$ cat src/rtl/time_pkg.sv
`default_nettype none
// ============================================================================
// Package : time_pkg
// BCD time types, limits and helpers shared by the light/chime controller.
// Revision: 1.0
// ============================================================================
package time_pkg;

    typedef logic [7:0]  bcd8_t;
    typedef logic [15:0] bcd_hhmm_t;

    typedef enum logic [1:0] {
        ST_IDLE = 2'd0,
        ST_BEEP = 2'd1,
        ST_GAP  = 2'd2
    } chime_state_t;

    localparam bcd8_t HOUR_MAX_BCD = 8'h23;
    localparam bcd8_t MIN_MAX_BCD  = 8'h59;
    localparam int    NOON_HOURS   = 12;

    function automatic logic [7:0] bcd2bin8(input bcd8_t v);
        return ({4'd0, v[7:4]} * 8'd10) + {4'd0, v[3:0]};
    endfunction

    // Once every nibble is a decimal digit, a plain byte compare against the
    // BCD maximum enforces the tens/units limits of both hour and minute.
    function automatic logic bcd_hhmm_valid(input bcd_hhmm_t v);
        logic digits_ok;
        digits_ok = (v[15:12] <= 4'd9) && (v[11:8] <= 4'd9) &&
                    (v[7:4]   <= 4'd9) && (v[3:0]  <= 4'd9);
        return digits_ok && (v[15:8] <= HOUR_MAX_BCD) && (v[7:0] <= MIN_MAX_BCD);
    endfunction

endpackage
`default_nettype wire

$ cat src/rtl/time_window_ctrl_if.sv
`default_nettype none
// ============================================================================
// Interface : time_window_ctrl_if
// Time inputs, config write bus and light/chime outputs of time_window_ctrl.
// Revision: 1.0
// ============================================================================
interface time_window_ctrl_if #(
    parameter int NUM_CH = 4
);
    import time_pkg::*;

    localparam int CH_W = (NUM_CH > 1) ? $clog2(NUM_CH) : 1;

    bcd8_t             cur_hour;
    bcd8_t             cur_min;
    bcd8_t             cur_sec;
    logic              cfg_we;
    logic [CH_W-1:0]   cfg_ch;
    bcd_hhmm_t         cfg_on;
    bcd_hhmm_t         cfg_off;
    logic              cfg_en;
    logic              cfg_err;
    logic [NUM_CH-1:0] ch_light;
    logic              chime;
    logic              chime_busy;

    modport master (
        output cur_hour, cur_min, cur_sec,
        output cfg_we, cfg_ch, cfg_on, cfg_off, cfg_en,
        input  cfg_err, ch_light, chime, chime_busy
    );

    modport slave (
        input  cur_hour, cur_min, cur_sec,
        input  cfg_we, cfg_ch, cfg_on, cfg_off, cfg_en,
        output cfg_err, ch_light, chime, chime_busy
    );

endinterface
`default_nettype wire

$ cat src/rtl/chime_seq.sv
`default_nettype none
// ============================================================================
// Module : chime_seq
// Detects the top-of-hour roll and beeps the 12-hour count on the chime strobe.
// Revision: 1.0
// ============================================================================
module chime_seq
    import time_pkg::*;
#(
    parameter int BEEP_ON_CYC  = 500,
    parameter int BEEP_GAP_CYC = 500
) (
    input  logic  clk,
    input  logic  rst,
    input  bcd8_t cur_hour,
    input  bcd8_t cur_min,
    input  bcd8_t cur_sec,
    output logic  chime,
    output logic  chime_busy
);

    localparam int CYC_MAX = (BEEP_ON_CYC > BEEP_GAP_CYC) ? BEEP_ON_CYC : BEEP_GAP_CYC;
    localparam int CNT_W   = $clog2(CYC_MAX + 1);
    localparam logic [CNT_W-1:0] ON_LAST  = CNT_W'(BEEP_ON_CYC - 1);
    localparam logic [CNT_W-1:0] GAP_LAST = CNT_W'(BEEP_GAP_CYC - 1);

    chime_state_t     r_state, w_state_nxt;
    logic [CNT_W-1:0] r_cnt, w_cnt_nxt;
    logic [3:0]       r_remain, w_remain_nxt;
    bcd8_t            r_prev_sec;
    logic             w_trigger;
    logic [7:0]       w_hour_bin;
    logic [3:0]       w_beeps;

    // Requiring a non-zero previous second makes a held 00:00 fire only once.
    assign w_trigger = (cur_min == 8'h00) && (cur_sec == 8'h00) && (r_prev_sec != 8'h00);

    always_comb begin
        w_hour_bin = bcd2bin8(cur_hour);
        if (w_hour_bin == 8'd0 || w_hour_bin == 8'(NOON_HOURS))
            w_beeps = 4'(NOON_HOURS);
        else if (w_hour_bin < 8'(NOON_HOURS))
            w_beeps = w_hour_bin[3:0];
        else
            w_beeps = 4'(w_hour_bin - 8'(NOON_HOURS));
    end

    always_comb begin
        w_state_nxt  = r_state;
        w_cnt_nxt    = r_cnt;
        w_remain_nxt = r_remain;
        case (r_state)
            ST_IDLE: begin
                if (w_trigger && w_beeps != 4'd0) begin
                    w_state_nxt  = ST_BEEP;
                    w_cnt_nxt    = '0;
                    w_remain_nxt = w_beeps;
                end
            end
            ST_BEEP: begin
                if (r_cnt == ON_LAST) begin
                    w_cnt_nxt    = '0;
                    w_remain_nxt = r_remain - 4'd1;
                    w_state_nxt  = (r_remain > 4'd1) ? ST_GAP : ST_IDLE;
                end else begin
                    w_cnt_nxt = r_cnt + 1'b1;
                end
            end
            ST_GAP: begin
                if (r_cnt == GAP_LAST) begin
                    w_cnt_nxt   = '0;
                    w_state_nxt = ST_BEEP;
                end else begin
                    w_cnt_nxt = r_cnt + 1'b1;
                end
            end
            default: begin
                w_state_nxt = ST_IDLE;
                w_cnt_nxt   = '0;
            end
        endcase
    end

    always_ff @(posedge clk) begin
        if (rst) begin
            r_state    <= ST_IDLE;
            r_cnt      <= '0;
            r_remain   <= 4'd0;
            r_prev_sec <= 8'h00;
            chime      <= 1'b0;
            chime_busy <= 1'b0;
        end else begin
            r_state    <= w_state_nxt;
            r_cnt      <= w_cnt_nxt;
            r_remain   <= w_remain_nxt;
            r_prev_sec <= cur_sec;
            chime      <= (w_state_nxt == ST_BEEP);
            chime_busy <= (w_state_nxt != ST_IDLE);
        end
    end

endmodule
`default_nettype wire

$ cat src/rtl/time_window_ctrl.sv
`default_nettype none
// ============================================================================
// Module : time_window_ctrl
// Programmable per-channel BCD on/off light windows plus the hourly chime.
// Revision: 1.0
// ============================================================================
module time_window_ctrl
    import time_pkg::*;
#(
    parameter int NUM_CH       = 4,
    parameter int BEEP_ON_CYC  = 500,
    parameter int BEEP_GAP_CYC = 500
) (
    input  logic              clk,
    input  logic              rst,
    time_window_ctrl_if.slave bus
);

    localparam int CH_W = (NUM_CH > 1) ? $clog2(NUM_CH) : 1;

    bcd_hhmm_t         r_on  [NUM_CH];
    bcd_hhmm_t         r_off [NUM_CH];
    logic [NUM_CH-1:0] r_en;
    bcd_hhmm_t         w_t;
    logic              w_wr_ok;
    logic [NUM_CH-1:0] w_hit;

    assign w_t     = {bus.cur_hour, bus.cur_min};
    assign w_wr_ok = bcd_hhmm_valid(bus.cfg_on) && bcd_hhmm_valid(bus.cfg_off) &&
                     ({1'b0, bus.cfg_ch} < (CH_W+1)'(NUM_CH));

    always_ff @(posedge clk) begin
        if (rst) begin
            for (int i = 0; i < NUM_CH; i++) begin
                r_on[i]  <= '0;
                r_off[i] <= '0;
            end
            r_en         <= '0;
            bus.cfg_err  <= 1'b0;
            bus.ch_light <= '0;
        end else begin
            bus.cfg_err  <= bus.cfg_we && !w_wr_ok;
            bus.ch_light <= w_hit;
            for (int i = 0; i < NUM_CH; i++) begin
                if (bus.cfg_we && w_wr_ok && bus.cfg_ch == CH_W'(i)) begin
                    r_on[i]  <= bus.cfg_on;
                    r_off[i] <= bus.cfg_off;
                    r_en[i]  <= bus.cfg_en;
                end
            end
        end
    end

    // BCD digits order like binary, so windows compare as plain 16-bit values.
    generate
        for (genvar gi = 0; gi < NUM_CH; gi++) begin : g_ch
            assign w_hit[gi] = r_en[gi] && (
                (r_on[gi] < r_off[gi]) ? ((w_t >= r_on[gi]) && (w_t < r_off[gi])) :
                (r_on[gi] > r_off[gi]) ? ((w_t >= r_on[gi]) || (w_t < r_off[gi])) :
                1'b0);
        end
    endgenerate

    chime_seq #(
        .BEEP_ON_CYC  (BEEP_ON_CYC),
        .BEEP_GAP_CYC (BEEP_GAP_CYC)
    ) u_chime_seq (
        .clk        (clk),
        .rst        (rst),
        .cur_hour   (bus.cur_hour),
        .cur_min    (bus.cur_min),
        .cur_sec    (bus.cur_sec),
        .chime      (bus.chime),
        .chime_busy (bus.chime_busy)
    );

endmodule
`default_nettype wire

$ cat src/flat_wrapper.sv
// flat-port wrapper written by rule: the top's interface ports become plain ports
module time_window_ctrl_flat import time_pkg::*;
#(
    parameter int NUM_CH       = 4,
    parameter int BEEP_ON_CYC  = 500,
    parameter int BEEP_GAP_CYC = 500
)
  (clk, rst, bus_cur_hour, bus_cur_min, bus_cur_sec, bus_cfg_we, bus_cfg_ch, bus_cfg_on, bus_cfg_off, bus_cfg_en, bus_cfg_err, bus_ch_light, bus_chime, bus_chime_busy);
  time_window_ctrl_if #(.NUM_CH(NUM_CH)) bus_i ();
  input  logic clk;
  input  logic rst;
  input wire logic [$bits(bus_i.cur_hour)-1:0] bus_cur_hour;
  input wire logic [$bits(bus_i.cur_min)-1:0] bus_cur_min;
  input wire logic [$bits(bus_i.cur_sec)-1:0] bus_cur_sec;
  input wire logic [$bits(bus_i.cfg_we)-1:0] bus_cfg_we;
  input wire logic [$bits(bus_i.cfg_ch)-1:0] bus_cfg_ch;
  input wire logic [$bits(bus_i.cfg_on)-1:0] bus_cfg_on;
  input wire logic [$bits(bus_i.cfg_off)-1:0] bus_cfg_off;
  input wire logic [$bits(bus_i.cfg_en)-1:0] bus_cfg_en;
  output wire logic [$bits(bus_i.cfg_err)-1:0] bus_cfg_err;
  output wire logic [$bits(bus_i.ch_light)-1:0] bus_ch_light;
  output wire logic [$bits(bus_i.chime)-1:0] bus_chime;
  output wire logic [$bits(bus_i.chime_busy)-1:0] bus_chime_busy;
  assign bus_i.cur_hour = bus_cur_hour;
  assign bus_i.cur_min = bus_cur_min;
  assign bus_i.cur_sec = bus_cur_sec;
  assign bus_i.cfg_we = bus_cfg_we;
  assign bus_i.cfg_ch = bus_cfg_ch;
  assign bus_i.cfg_on = bus_cfg_on;
  assign bus_i.cfg_off = bus_cfg_off;
  assign bus_i.cfg_en = bus_cfg_en;
  assign bus_cfg_err = bus_i.cfg_err;
  assign bus_ch_light = bus_i.ch_light;
  assign bus_chime = bus_i.chime;
  assign bus_chime_busy = bus_i.chime_busy;
  time_window_ctrl #(.NUM_CH(NUM_CH), .BEEP_ON_CYC(BEEP_ON_CYC), .BEEP_GAP_CYC(BEEP_GAP_CYC)) u_core (.clk(clk), .rst(rst), .bus(bus_i));
endmodule
$ cat config.mk
export PLATFORM = sky130hd
export DESIGN_NAME = time_window_ctrl_flat
export DESIGN_NICKNAME = d
export VERILOG_FILES = /design/src/rtl/time_pkg.sv /design/src/rtl/time_window_ctrl_if.sv /design/src/rtl/chime_seq.sv /design/src/rtl/time_window_ctrl.sv /design/src/flat_wrapper.sv
export SDC_FILE = /design/constraint.sdc
export NUM_CORES = 1
export LEC_CHECK = 0
export ABC_AREA = 1
export BUFFER_PORTS_ARGS = -buffer_cell sky130_fd_sc_hd__buf_4
export CAP_MARGIN = 15
export CORE_UTILIZATION = 50
export CTS_BUF_LIST = sky130_fd_sc_hd__clkbuf_2 sky130_fd_sc_hd__clkbuf_4 sky130_fd_sc_hd__clkbuf_8
export DETAILED_ROUTE_END_ITERATION = 7
export GPL_TIMING_DRIVEN = 0
export PLACE_DENSITY = 0.7
export SYNTH_ARGS = -nofsm -noshare
export SYNTH_HDL_FRONTEND = slang
export SYNTH_SLANG_ARGS = --single-unit
$ cat constraint.sdc
create_clock -name clk -period 8.8 [get_ports clk]
set_input_delay 0.88 -clock clk [delete_from_list [all_inputs] [get_ports clk]]
set_output_delay 0.88 -clock clk [all_outputs]
set_load 0.05 [all_outputs]
==> metrics.yaml, run 1 <==
status:
  outcome: "finished, final reports clean"
critical_path:
  r2r_start: "u_core.u_chime_seq.r_cnt[4]"
  critical_path.endpoint: "u_core.r_off[0][11]"
  rr_worst_depth: 9
  r2r_slack_ns: 6.66
  crit_arrival_ns: 3.45
  critPathLaunchType: "input pin"
  path_class: "in -> reg"
  critical_path_required_ns: 8.98
  cp-startpoint: "bus_cfg_on[12]"
  crit_path_end_kind: "flip-flop"
  timing.rr.end: "u_core.u_chime_seq.r_remain[2]"
  path_max_fanout: 17
clock_tree:
  cts_root_buf: "clkbuf_8"
  clk_pin_slew_worst_paths_ns: 0.09
  htree_num_levels: 4
  cts_buffer_depth: 2
  cts_resized: 0
  clock_sinks: 162
  cts_tree: "built"
  cts_hold_repair.buffers: 0
  insertion_delay_ns: 0.47
  numCtsBuffers: 17
  post-cts-setup-buffers: 0
die:
  start_util_pct: 50.9
  ios: 69
  die_height_um: 151
  core_area_um2: 21800
  die_x_um: 151
  die_area_um2: 22800
  fp-row-count: 54
sta:
  fmax_mhz: 305
  post-route-period-util_pct: 37.2
  holdWs_ns: 0.478
  clock_skew_ns: 0.0155
  finalHoldViolCount: 0
  setup_ws_ns: 5.52
  finalSetupViolCount: 0
  finalSetupTns_ns: 0
  finalCriticalPeriod_ns: 3.28
  rsz0062_at_grt: "false"
  slew_headroom_pct: 45.4
  worstMarginPinSlew_ns: 0.817
  drv_slew: 0
place:
  dp.final_hpwl_um: 20400
  place_ws_ns: 5.08
  post-place-cells: 1622
  gp_congestion: 0.891
  port_buffers: 67
routing:
  drt_iter0_drc: 677
  first_pass_iters: 6
  wl_um: 25900
  vias: 8799
  drc_errors: 0
  via_per_inst: 5.32
  ant_nets: 0
  routedWlPerCell_um: 15.6
run:
  cap_violations: 0
global_routing:
  grtUsageTotal_pct: 24.1
  gr-total-overflow: 0
  grt_max_degree: 22
  grt_pass1_vias: 8586
  grt_pass1_wl_um: 41600
  antenna_found_initial: 0
pwr:
  leakage_nw: 6.10
  peakVddDrop_v: 0.0000951
  p_per_area_nw_per_um2: 141
logic_synthesis:
  ys_types: 41
  ys_seq_area_share_pct: 40.7
  syn_avg_cell_area_um2: 8.90
  synth_cells: 1248
  ys_ff_latch: 162
  yosys_warnings: 0
  syn_area_um2: 11100
final_layout:
  fillers: 1940
  final_core_util_pct: 57.5
  stdcell_count: 1654
  drive_above_1_share_pct: 10.0
  fin_nets: 1629
  area_delta_synth_final_pct: 13.0
  num_antenna_cells: 0
min_path:
  hold_class: "reg -> reg"
placed cells by master (no fill, tap or decap), drive strengths merged, types with 34 or more instances in the layout:
| master | Yosys | layout |
|---|---|---|
| a21oi | 116 | 116 |
| buf | 5 | 76 |
| dfxtp | 34 | 34 |
| edfxtp | 128 | 128 |
| ha | 204 | 204 |
| inv | 233 | 235 |
| nand2 | 169 | 169 |
| nand3 | 34 | 34 |
| nor2 | 168 | 168 |
| o21ai | 39 | 39 |
layout make-up:
| type | count | area [um^2] | area share, % |
|---|---|---|---|
| Multi-Input combinational cell | 863 | 5730 | 45.6 |
| Sequential cell | 162 | 4520 | 36.0 |
| Inverter | 233 | 875 | 6.97 |
| Timing Repair Buffer | 71 | 613 | 4.88 |
| Tap cell | 280 | 350 | 2.79 |
| Clock buffer | 19 | 249 | 1.98 |
| Clock inverter | 13 | 135 | 1.08 |
| Buffer | 13 | 82.6 | 0.658 |
cell usage after synthesis:
cell type  number  area share, %
o2111ai_1       2           0.16
nor2_4          1           0.10
a21oi_2         6           0.47
o211ai_1       13           0.88
a21boi_0        1          0.068
xor2_1          5           0.39
inv_2           2          0.068
buf_6           2           0.20
nand2_1       158            5.3
nor3_1         23            1.0
o31ai_1         5           0.34
nor3_2          1          0.090
nor4_1         10           0.56
o32ai_1         2           0.16
buf_2           2          0.090
o21a_1          3           0.20
nand3b_1        1          0.068
nand4_1        17           0.96
nand3_2         4           0.36
nand2_4         1           0.10
a31oi_1         3           0.17
nand3_1        30            1.4
a21oi_1       110            5.0
o21ai_0        39            1.8
nor4_2          1           0.11
dfxtp_1        34            6.1
inv_1         231            7.8
a221oi_1        1          0.079
or2_2           3           0.17
clkbuf_1        8           0.27
nor2_1        167            5.6
buf_12          1           0.18
fa_1            2           0.36
conb_1          1          0.034
nand4_2         2           0.23
edfxtp_1      128             35
ha_1          204             23
o22ai_1         3           0.17
nand2_2        10           0.56
a211oi_1        5           0.34
o221ai_1        6           0.47
where the power goes:
part           internal [W]  switching [W]  leakage (nW)
Clock              0.000258       0.000297         0.188
Sequential         0.000860      0.0000158          1.50
Combinational      0.000134       0.000209          4.42
registers in the layout, summed over array words and instances, names as in the netlist:
| name | count |
|---|---|
| u_core.r_on | 64 |
| u_core.u_chime_seq.chime_busy | 1 |
| u_core.u_chime_seq.r_state | 2 |
| u_core.bus.ch_light | 4 |
| u_core.u_chime_seq.chime | 1 |
| u_core.u_chime_seq.r_remain | 4 |
| u_core.r_en | 4 |
| u_core.u_chime_seq.r_prev_sec | 8 |
| u_core.r_off | 64 |
| u_core.bus.cfg_err | 1 |
| u_core.u_chime_seq.r_cnt | 9 |
kinds of logic after synthesis:
kind of cell / after synthesis / synth area share (%)
AOI/OAI and AO/OA: 199 / 10.2
xor gates and xnor gates: 5 / 0.394
adders and majority gates: 206 / 23.3
buffers and inverters: 246 / 8.62
DFF: 162 / 40.7
other: 1 / 0.0338
and+or+nand+nor: 429 / 16.7
per-layer routing:
metal,part of all wire (%),vias up,GRT usage (%)
met5,0,-,0
met4,3.0,0,10.0
met3,5.2,54,3.46
met2,49,217,41.9
met1,43,4096,29.9
li1,-,4432,-
worst max-delay path, stage by stage:
cell     delay [ns]
buf_4          0.10
inv_1          0.21
a21oi_1        0.12
o32ai_1        0.13
nand2_1        0.16
nor3_1         0.28
nand2_1        0.22
nor2_1         0.35
nand2_1        0.13
nand2_1        0.63
buf_16         0.23
per-stage QoR:
| step | power (W) | instance area (um^2) |
|---|---|---|
| after CTS | 0.00178 | 12600 |
| after detailed placement | 0.00123 | 12200 |
| final | 0.00177 | 12600 |
| after global placement | 0.00121 | 12000 |
| after global routing | 0.00186 | 12600 |
| after floorplan | 0.00111 | 11200 |
how the worst min path moves through the flow:
stage	from	to	slack (ns)	depth (start not counted)
floorplan	u_core.r_en[1]	u_core.bus.ch_light[1]	0.44	2
global placement	u_core.r_en[1]	u_core.bus.ch_light[1]	0.45	2
detailed placement	u_core.r_en[1]	u_core.bus.ch_light[1]	0.46	2
CTS	u_core.r_en[1]	u_core.r_en[1]	0.47	2
global route	u_core.r_en[1]	u_core.r_en[1]	0.49	2
finish	u_core.r_en[1]	u_core.r_en[1]	0.48	2
Power figures use the tool's default switching activity.
==> run 2, diff against run 1 <==
--- a/config.mk
+++ b/config.mk
@@ -5,14 +5,14 @@
 export SDC_FILE = /design/constraint.sdc
 export NUM_CORES = 1
 export LEC_CHECK = 0
-export ABC_AREA = 1
+export ABC_AREA = 0
 export BUFFER_PORTS_ARGS = -buffer_cell sky130_fd_sc_hd__buf_4
 export CAP_MARGIN = 15
 export CORE_UTILIZATION = 50
 export CTS_BUF_LIST = sky130_fd_sc_hd__clkbuf_2 sky130_fd_sc_hd__clkbuf_4 sky130_fd_sc_hd__clkbuf_8
 export DETAILED_ROUTE_END_ITERATION = 7
 export GPL_TIMING_DRIVEN = 0
-export PLACE_DENSITY = 0.7
+export PLACE_DENSITY = 0.72
 export SYNTH_ARGS = -nofsm -noshare
 export SYNTH_HDL_FRONTEND = slang
 export SYNTH_SLANG_ARGS = --single-unit
==> constraint.sdc (replaced) <==
create_clock -name clk -period 2.7 [get_ports clk]
set_input_delay 0.27 -clock clk [delete_from_list [all_inputs] [get_ports clk]]
set_output_delay 0.27 -clock clk [all_outputs]
set_load 0.05 [all_outputs]
==> metrics.yaml, run 2 <==
pwr:
  totalPowerFinal_w: 0.00606  # was 0.00177 W
  comb_power_share_pct: 19.0  # was 19.3%
  leakage_nw: 5.99  # was 6.10 nW
  p_per_area_nw_per_um2: 470  # was 141 nW/um^2
  power.switching_w: 0.00170  # was 0.000521 W
  p_int_w: 0.00436  # was 0.00125 W
  p_clk_share_pct: 34.0  # was 31.3%
  p_seq_share_pct: 47.0  # was 49.4%
  p_sw_share_pct: 28.1  # was 29.4%
  peakVddDrop_v: 0.000277  # was 0.0000951 V
critical_path:
  path_max_fanout: 8  # was 17
  max_stage_delay_ns: 0.42  # was 0.63 ns
  cp-startpoint: "bus_cur_hour[7]"  # was bus_cfg_on[12]
  cpMostUsedCell: "ha_4"  # was nand2_1
  path_class: "in -> reg"  # unchanged
  crit_arrival_ns: 3.07  # was 3.45 ns
  critPathLaunchType: "input pin"  # unchanged
  cp.depth: 12  # was 11
  critical_path_required_ns: 3.08  # was 8.98 ns
  timing.rr.end: "u_core.bus.ch_light[2]"  # was u_core.u_chime_seq.r_remain[2]
  r2r_start: "u_core.r_on[2][0]"  # was u_core.u_chime_seq.r_cnt[4]
  crit_family: "simple AND/OR/NAND/NOR gates"  # unchanged
  r2r_slack_ns: 0.19  # was 6.66 ns
  rr_worst_depth: 10  # was 9
  critical_path.endpoint: "u_core.u_chime_seq.r_cnt[5]"  # was u_core.r_off[0][11]
  path_cells: "buf_16, ha_4, ha_4, fa_2, or3_4, a31o_4, and4_4, o221ai_4, a21boi_4, buf_6, or4_4, a21oi_2"  # was buf_4, inv_1, a21oi_1, o32ai_1, nand2_1, nor3_1, nand2_1, nor2_1, nand2_1, nand2_1, buf_16
  worst-path-buf-inv: 2  # was 3
  crit_path_end_kind: "flip-flop"  # unchanged
  crit_path_top_delay_cell: "fa_2"  # was nand2_1
place:
  gp_congestion: 0.862  # was 0.891
  dp.final_hpwl_um: 20200  # was 20400 um
  port_buffers: 67  # unchanged
  post-place-cells: 1425  # was 1622
  place_ws_ns: -0.718  # was 5.08 ns
clock_tree:
  cts_hold_repair.buffers: 0  # unchanged
  cts_tree: "built"  # unchanged
  cts_root_buf: "clkbuf_8"  # unchanged
  cts_buffer_depth: 2  # unchanged
  numCtsBuffers: 17  # unchanged
  clk_pin_slew_worst_paths_ns: 0.09  # about the same
  clock_sinks: 162  # unchanged
  insertion_delay_ns: 0.47  # about the same
  htree_num_levels: 4  # unchanged
final_layout:
  layout_common_cells: "201 x ha_1, 143 x inv_1, 128 x edfxtp_1"  # was 231 x inv_1, 204 x ha_1, 167 x nor2_1
  area_delta_synth_final_pct: 17.2  # was 13.0%
  stdcell_count: 1472  # was 1654
  final_core_util_pct: 60.5  # was 57.5%
  fillers: 1752  # was 1940
  drive_above_1_share_pct: 13.6  # was 10.0%
  mostFrequentLayoutCell: "ha_1"  # was inv_1
  fin_nets: 1452  # was 1629
  num_antenna_cells: 0  # unchanged
  reg.largest.list: "u_core.r_off (64), u_core.r_on (64), u_core.u_chime_seq.r_cnt (9)"  # unchanged
logic_synthesis:
  ys_seq_area_share_pct: 41.2  # was 40.7%
  ys_types: 66  # was 41
  yosys-top-cells-area: "edfxtp_1 35%, ha_1 23%, dfxtp_1 6.2%, and2_1 6.0%, inv_1 4.9%"  # was edfxtp_1 35%, ha_1 23%, inv_1 7.8%, dfxtp_1 6.1%, nor2_1 5.6%
  synthMuxAreaShare_pct: 0.546  # was 0%
  synth_cells: 1057  # was 1248
  yosys.area.top_type: "edfxtp_1"  # unchanged
  yosys.area.top_type_share_pct: 35.0  # was 34.6%
  synth_top_family_by_area: "adder cells"  # unchanged
  synthArstFlopShare_pct: 0  # unchanged
  synth.most_common_cell: "ha_1"  # was inv_1
  synth-xor-area-share_pct: 0.637  # was 0.394%
  synth-simple-area-share_pct: 15.5  # was 16.7%
  ys_ff_latch: 162  # unchanged
  yosys_warnings: 0  # unchanged
  syn_area_um2: 11000  # was 11100 um^2
  synth_commonest_cells: "204 x ha_1, 143 x inv_1, 128 x edfxtp_1"  # was 231 x inv_1, 204 x ha_1, 167 x nor2_1
  synthAdderAreaFrac_pct: 23.6  # was 23.3%
  synth-compound-area-share_pct: 13.1  # was 10.2%
  synth_edf_count: 128  # unchanged
  synth_top_flop_cell: "edfxtp_1"  # unchanged
  syn_avg_cell_area_um2: 10.4  # was 8.90 um^2
die:
  core_area_um2: 21300  # was 21800 um^2
  fp-row-count: 53  # was 54
  die_area_um2: 22600  # was 22800 um^2
  start_util_pct: 51.6  # was 50.9%
  die_x_um: 150  # was 151 um
  ios: 69  # unchanged
  die_height_um: 150  # was 151 um
routing:
  wl_um: 27200  # was 25900 um
  via_per_inst: 5.59  # was 5.32
  drt_iter0_drc: 615  # was 677
  vias: 8228  # was 8799
  drc_errors: 0  # unchanged
  routedWlPerCell_um: 18.5  # was 15.6 um
  ant_nets: 0  # unchanged
  first_pass_iters: 5  # was 6
run:
  cap_violations: 0  # unchanged
sta:
  fmax_mhz: 372
  slew_headroom_pct: 52.9  # was 45.4%
  setup_ws_ns: 0.00865  # was 5.52 ns
  drv_slew: 0  # unchanged
  worstMarginPinSlew_ns: 0.701  # was 0.817 ns
  clock_skew_ns: 0.0158  # was 0.0155 ns
  rsz0062_at_grt: "true"  # was false
  post-route-period-util_pct: 99.7
  finalCriticalPeriod_ns: 2.69
  holdWs_ns: 0.0262  # was 0.478 ns
  finalSetupViolCount: 0  # unchanged
  finalHoldViolCount: 0  # unchanged
global_routing:
  grt_util_met1_pct: 34.2  # was 29.9%
  grt_max_degree: 33  # was 22
  grt_pass1_wl_um: 42000  # was 41600 um
  use_met2_pct: 41.2  # was 41.9%
  grtUsageMet3_pct: 4.52  # was 3.46%
  grtUsageTotal_pct: 25.1  # was 24.1%
  antenna_found_initial: 1  # was 0
  busiest_layer: "met2"  # unchanged
  grt_pass1_vias: 7954  # was 8586
  gr-total-overflow: 0  # unchanged
status:
  outcome: "finished, final reports clean"  # unchanged
min_path:
  hold_class: "in -> reg"  # was reg -> reg
## run 2: kinds of logic after synthesis
kind of cell / Yosys count
flops: 162
other cells: 1
buf+inv: 157
xor+xnor: 8
compound gates: 216
mux: 6
simple gates: 301
fa+ha+maj: 206
## run 2: worst reg2reg max path, cell delays in order (launching register included)
cell       delay (ns)
edfxtp_1         0.41
ha_1             0.28
nand2b_1         0.14
a21o_1           0.17
a21o_1           0.17
a21o_1           0.17
a21o_1           0.20
a2111oi_2        0.35
o21ai_0          0.14
o21ai_0          0.21
a21oi_1          0.13
## run 2: how the worst min path moves through the flow
stage,from,endpoint,slack [ns],depth (start not counted)
after floorplan,bus_cur_sec[0],u_core.u_chime_seq.r_prev_sec[0],0.40,1
after global placement,u_core.u_chime_seq.r_remain[3],u_core.u_chime_seq.r_remain[3],0.47,2
after detailed placement,u_core.u_chime_seq.r_remain[3],u_core.u_chime_seq.r_remain[3],0.49,2
after CTS,bus_cur_sec[5],u_core.u_chime_seq.r_prev_sec[5],0.01,2
after global routing,bus_cur_sec[3],u_core.u_chime_seq.r_prev_sec[3],0.01,2
final,bus_cur_sec[5],u_core.u_chime_seq.r_prev_sec[5],0.03,2
## run 2: stage by stage
step	setup TNS (ns)	area, um^2
detailed placement	-40.90	12100
finish	0	12900
global route	-0.231	12900
global placement	-163.91	12000
CTS	0	12700
floorplan	-46.43	11200
## run 2: repair_timing
action,CTS,global route
pin swaps,3,2
resized for setup,14,25
buffers inserted,2,11
endpoints found under the setup margin,16,57
gates cloned,1,1
## run 2: final cells by class
cell class	instances	area [um^2]	area share, %
Buffer	13	56.3	0.437
Sequential cell	162	4520	35.1
Timing Repair Buffer	84	734	5.70
Inverter	144	541	4.20
Tap cell	275	344	2.67
Clock buffer	18	241	1.87
Clock inverter	14	219	1.70
Multi-Input combinational cell	762	6220	48.3
## run 2: layer usage
| layer | vias up | part of all wire, % | wire [um] |
|---|---|---|---|
| met1 | 3930 | 45 | 12200 |
| met5 | - | 0 | 0 |
| met3 | 35 | 6.2 | 1690 |
| met4 | 0 | 1.7 | 458 |
| met2 | 226 | 47 | 12900 |
| li1 | 4037 | - | - |
## run 2: power by group through the flow
| stage | Combinational [W] | Clock (W) | Sequential, W |
|---|---|---|---|
| finish | 0.00115 | 0.00206 | 0.00285 |
| CTS | 0.00108 | 0.00208 | 0.00285 |
| global placement | 0.00100 | 0 | 0.00291 |
| floorplan | 0.000664 | 0 | 0.00290 |
| detailed placement | 0.00106 | 0 | 0.00291 |
| global route | 0.00129 | 0.00218 | 0.00286 |
==> run 3, diff against run 2 <==
--- a/config.mk
+++ b/config.mk
@@ -5,7 +5,7 @@
 export SDC_FILE = /design/constraint.sdc
 export NUM_CORES = 1
 export LEC_CHECK = 0
-export ABC_AREA = 0
+export ABC_AREA = 1
 export BUFFER_PORTS_ARGS = -buffer_cell sky130_fd_sc_hd__buf_4
 export CAP_MARGIN = 15
 export CORE_UTILIZATION = 50
==> constraint.sdc (replaced) <==
create_clock -name clk -period 2.7 [get_ports clk]
set_input_delay 0.27 -clock clk [delete_from_list [all_inputs] [get_ports clk]]
set_output_delay 0.27 -clock clk [all_outputs]
set_load 0.02 [all_outputs]
==> metrics.yaml, run 3 (synthesis gave the netlist of run 1 again) <==
status:
  outcome: "finished, final reports clean"  # unchanged
routing:
  first_pass_iters: 5  # unchanged
  drc_errors: 0  # unchanged
  vias: 8824  # was 8228
  via_per_inst: 5.31  # was 5.59
  drt_iter0_drc: 510  # was 615
  ant_nets: 0  # unchanged
  wl_um: 26000  # was 27200 um
  routedWlPerCell_um: 15.7  # was 18.5 um
sta:
  fmax_mhz: 388  # was 372 MHz
  setup_ws_ns: 0.122  # was 0.00865 ns
  finalHoldViolCount: 0  # unchanged
  finalSetupViolCount: 0  # unchanged
  clock_skew_ns: 0.00764  # was 0.0158 ns
  drv_slew: 0  # unchanged
  worstMarginPinSlew_ns: 0.806  # was 0.701 ns
  finalSetupTns_ns: 0  # unchanged
  finalCriticalPeriod_ns: 2.58  # was 2.69 ns
  post-route-period-util_pct: 95.5  # was 99.7%
  slew_headroom_pct: 46.2  # was 52.9%
critical_path:
  path_max_fanout: 11  # was 8
  crit_arrival_ns: 2.95  # was 3.07 ns
  path_cells: "buf_4, ha_1, ha_4, fa_2, inv_1, o211ai_1, nand2_1, nor2_4, nand4_1, nand2_1, nand4_1, nand2_2, nand2_4, buf_12, a21oi_1, nor2_1"  # was buf_16, ha_4, ha_4, fa_2, or3_4, a31o_4, and4_4, o221ai_4, a21boi_4, buf_6, or4_4, a21oi_2
  path_class: "in -> reg"  # unchanged
  critPathLaunchType: "input pin"  # unchanged
  critical_path_required_ns: 3.07  # was 3.08 ns
  max_stage_delay_ns: 0.58  # was 0.42 ns
  crit_path_end_kind: "flip-flop"  # unchanged
  crit_path_top_delay_cell: "fa_2"  # unchanged
  crit_family: "adder cells"  # was simple AND/OR/NAND/NOR gates
  worst-path-buf-inv: 3  # was 2
final_layout:
  area_delta_synth_final_pct: 14.4  # was 17.2%
  stdcell_area_um2: 12700  # was 12900 um^2
  mostFrequentLayoutCell: "inv_1"  # was ha_1
  reg.largest.list: "u_core.r_off (64), u_core.r_on (64), u_core.u_chime_seq.r_cnt (9)"  # unchanged
  num_antenna_cells: 0  # unchanged
  fin_nets: 1638  # was 1452
  layout_common_cells: "231 x inv_1, 202 x ha_1, 167 x nor2_1"  # was 201 x ha_1, 143 x inv_1, 128 x edfxtp_1
  drive_above_1_share_pct: 10.6  # was 13.6%
  final_core_util_pct: 58.2  # was 60.5%
place:
  port_buffers: 67  # unchanged
  place_ws_ns: -0.434  # was -0.718 ns
  gp_congestion: 0.878  # was 0.862
  placed_cell_area_um2: 12200  # was 12100 um^2
  dp.final_hpwl_um: 20500  # was 20200 um
pwr:
  totalPowerFinal_w: 0.00582  # was 0.00606 W
  leakage_nw: 6.16  # was 5.99 nW
  p_per_area_nw_per_um2: 458  # was 470 nW/um^2
  peakVddDrop_v: 0.000314  # was 0.000277 V
global_routing:
  antenna_found_initial: 0  # was 1
  gr-total-overflow: 0  # unchanged
  grt_max_degree: 23  # was 33
  grtUsageTotal_pct: 23.9  # was 25.1%
  grt_pass1_vias: 8558  # was 7954
  grt_pass1_wl_um: 41100  # was 42000 um
clock_tree:
  clk_pin_slew_worst_paths_ns: 0.09  # about the same
  cts_buffer_depth: 2  # unchanged
  numCtsBuffers: 17  # unchanged
  insertion_delay_ns: 0.48  # was 0.47 ns
  clock_sinks: 162  # unchanged
  htree_num_levels: 4  # unchanged
  cts_root_buf: "clkbuf_8"  # unchanged
  cts_tree: "built"  # unchanged
die:
  start_util_pct: 50.9  # was 51.6%
  die_height_um: 151  # was 150 um
  die_x_um: 151  # was 150 um
  die_area_um2: 22800  # was 22600 um^2
  fp-row-count: 54  # was 53
  ios: 69  # unchanged
  core_area_um2: 21800  # was 21300 um^2
min_path:
  hold_class: "in -> reg"  # unchanged
run:
  cap_violations: 0  # unchanged
[run 3: cell type report]
class / count / area (um^2)
Clock buffer: 17 / 234
Sequential cell: 162 / 4520
Multi-Input combinational cell: 864 / 5770
Clock inverter: 15 / 155
Buffer: 13 / 82.6
Fill cell: 1932 / 9120
Tap cell: 280 / 350
Inverter: 233 / 877
Timing Repair Buffer: 79 / 711
[run 3: path summary, 6_finish.rpt]
check / start / endpoint / slack, ns / cells past startpoint
min reg2reg: u_core.r_en[0] / u_core.bus.ch_light[0] / 0.47 / 2
max reg2reg: u_core.u_chime_seq.r_cnt[4] / u_core.u_chime_seq.r_remain[2] / 0.42 / 9
max: bus_cur_hour[6] / u_core.u_chime_seq.r_remain[3] / 0.12 / 16
min: bus_cur_sec[4] / u_core.u_chime_seq.r_prev_sec[4] / 0.02 / 3
[run 3: where the power goes]
| part | switching (W) | internal [W] |
|---|---|---|
| logic | 0.000680 | 0.000448 |
| clock network | 0.00101 | 0.000832 |
| registers | 0.0000528 | 0.00280 |
| total | 0.00174 | 0.00408 |
[run 3: tightest hold or removal path, delay by kind of cell]
family	cells	cell delay (ns)
and+or+nand+nor	1	0.07
buffers and inverters	2	0.12
[run 3: what timing repair did]
item | CTS | global route
setup endpoints to repair | 0 | 14
resized for setup | 0 | 10
hold endpoints to repair | 5 | 0
buffers inserted | 0 | 2
hold buffers | 5 | 0
[run 3: stage by stage]
stage / cells / hold WS (ns)
after floorplan: 1271 / 0.377
after global placement: 1618 / 0.451
after detailed placement: 1622 / 0.460
after CTS: 1659 / 0.00269
after global routing: 1663 / 0.0111
final: 1663 / 0.0182
[run 3: layer usage]
metal	track usage [%]	part of all wire (%)	up-vias
met5	0	0	-
met4	8.55	2.0	0
met3	3.61	5.6	35
met2	43.2	50	232
met1	28.7	42	4106
li1	-	-	4451
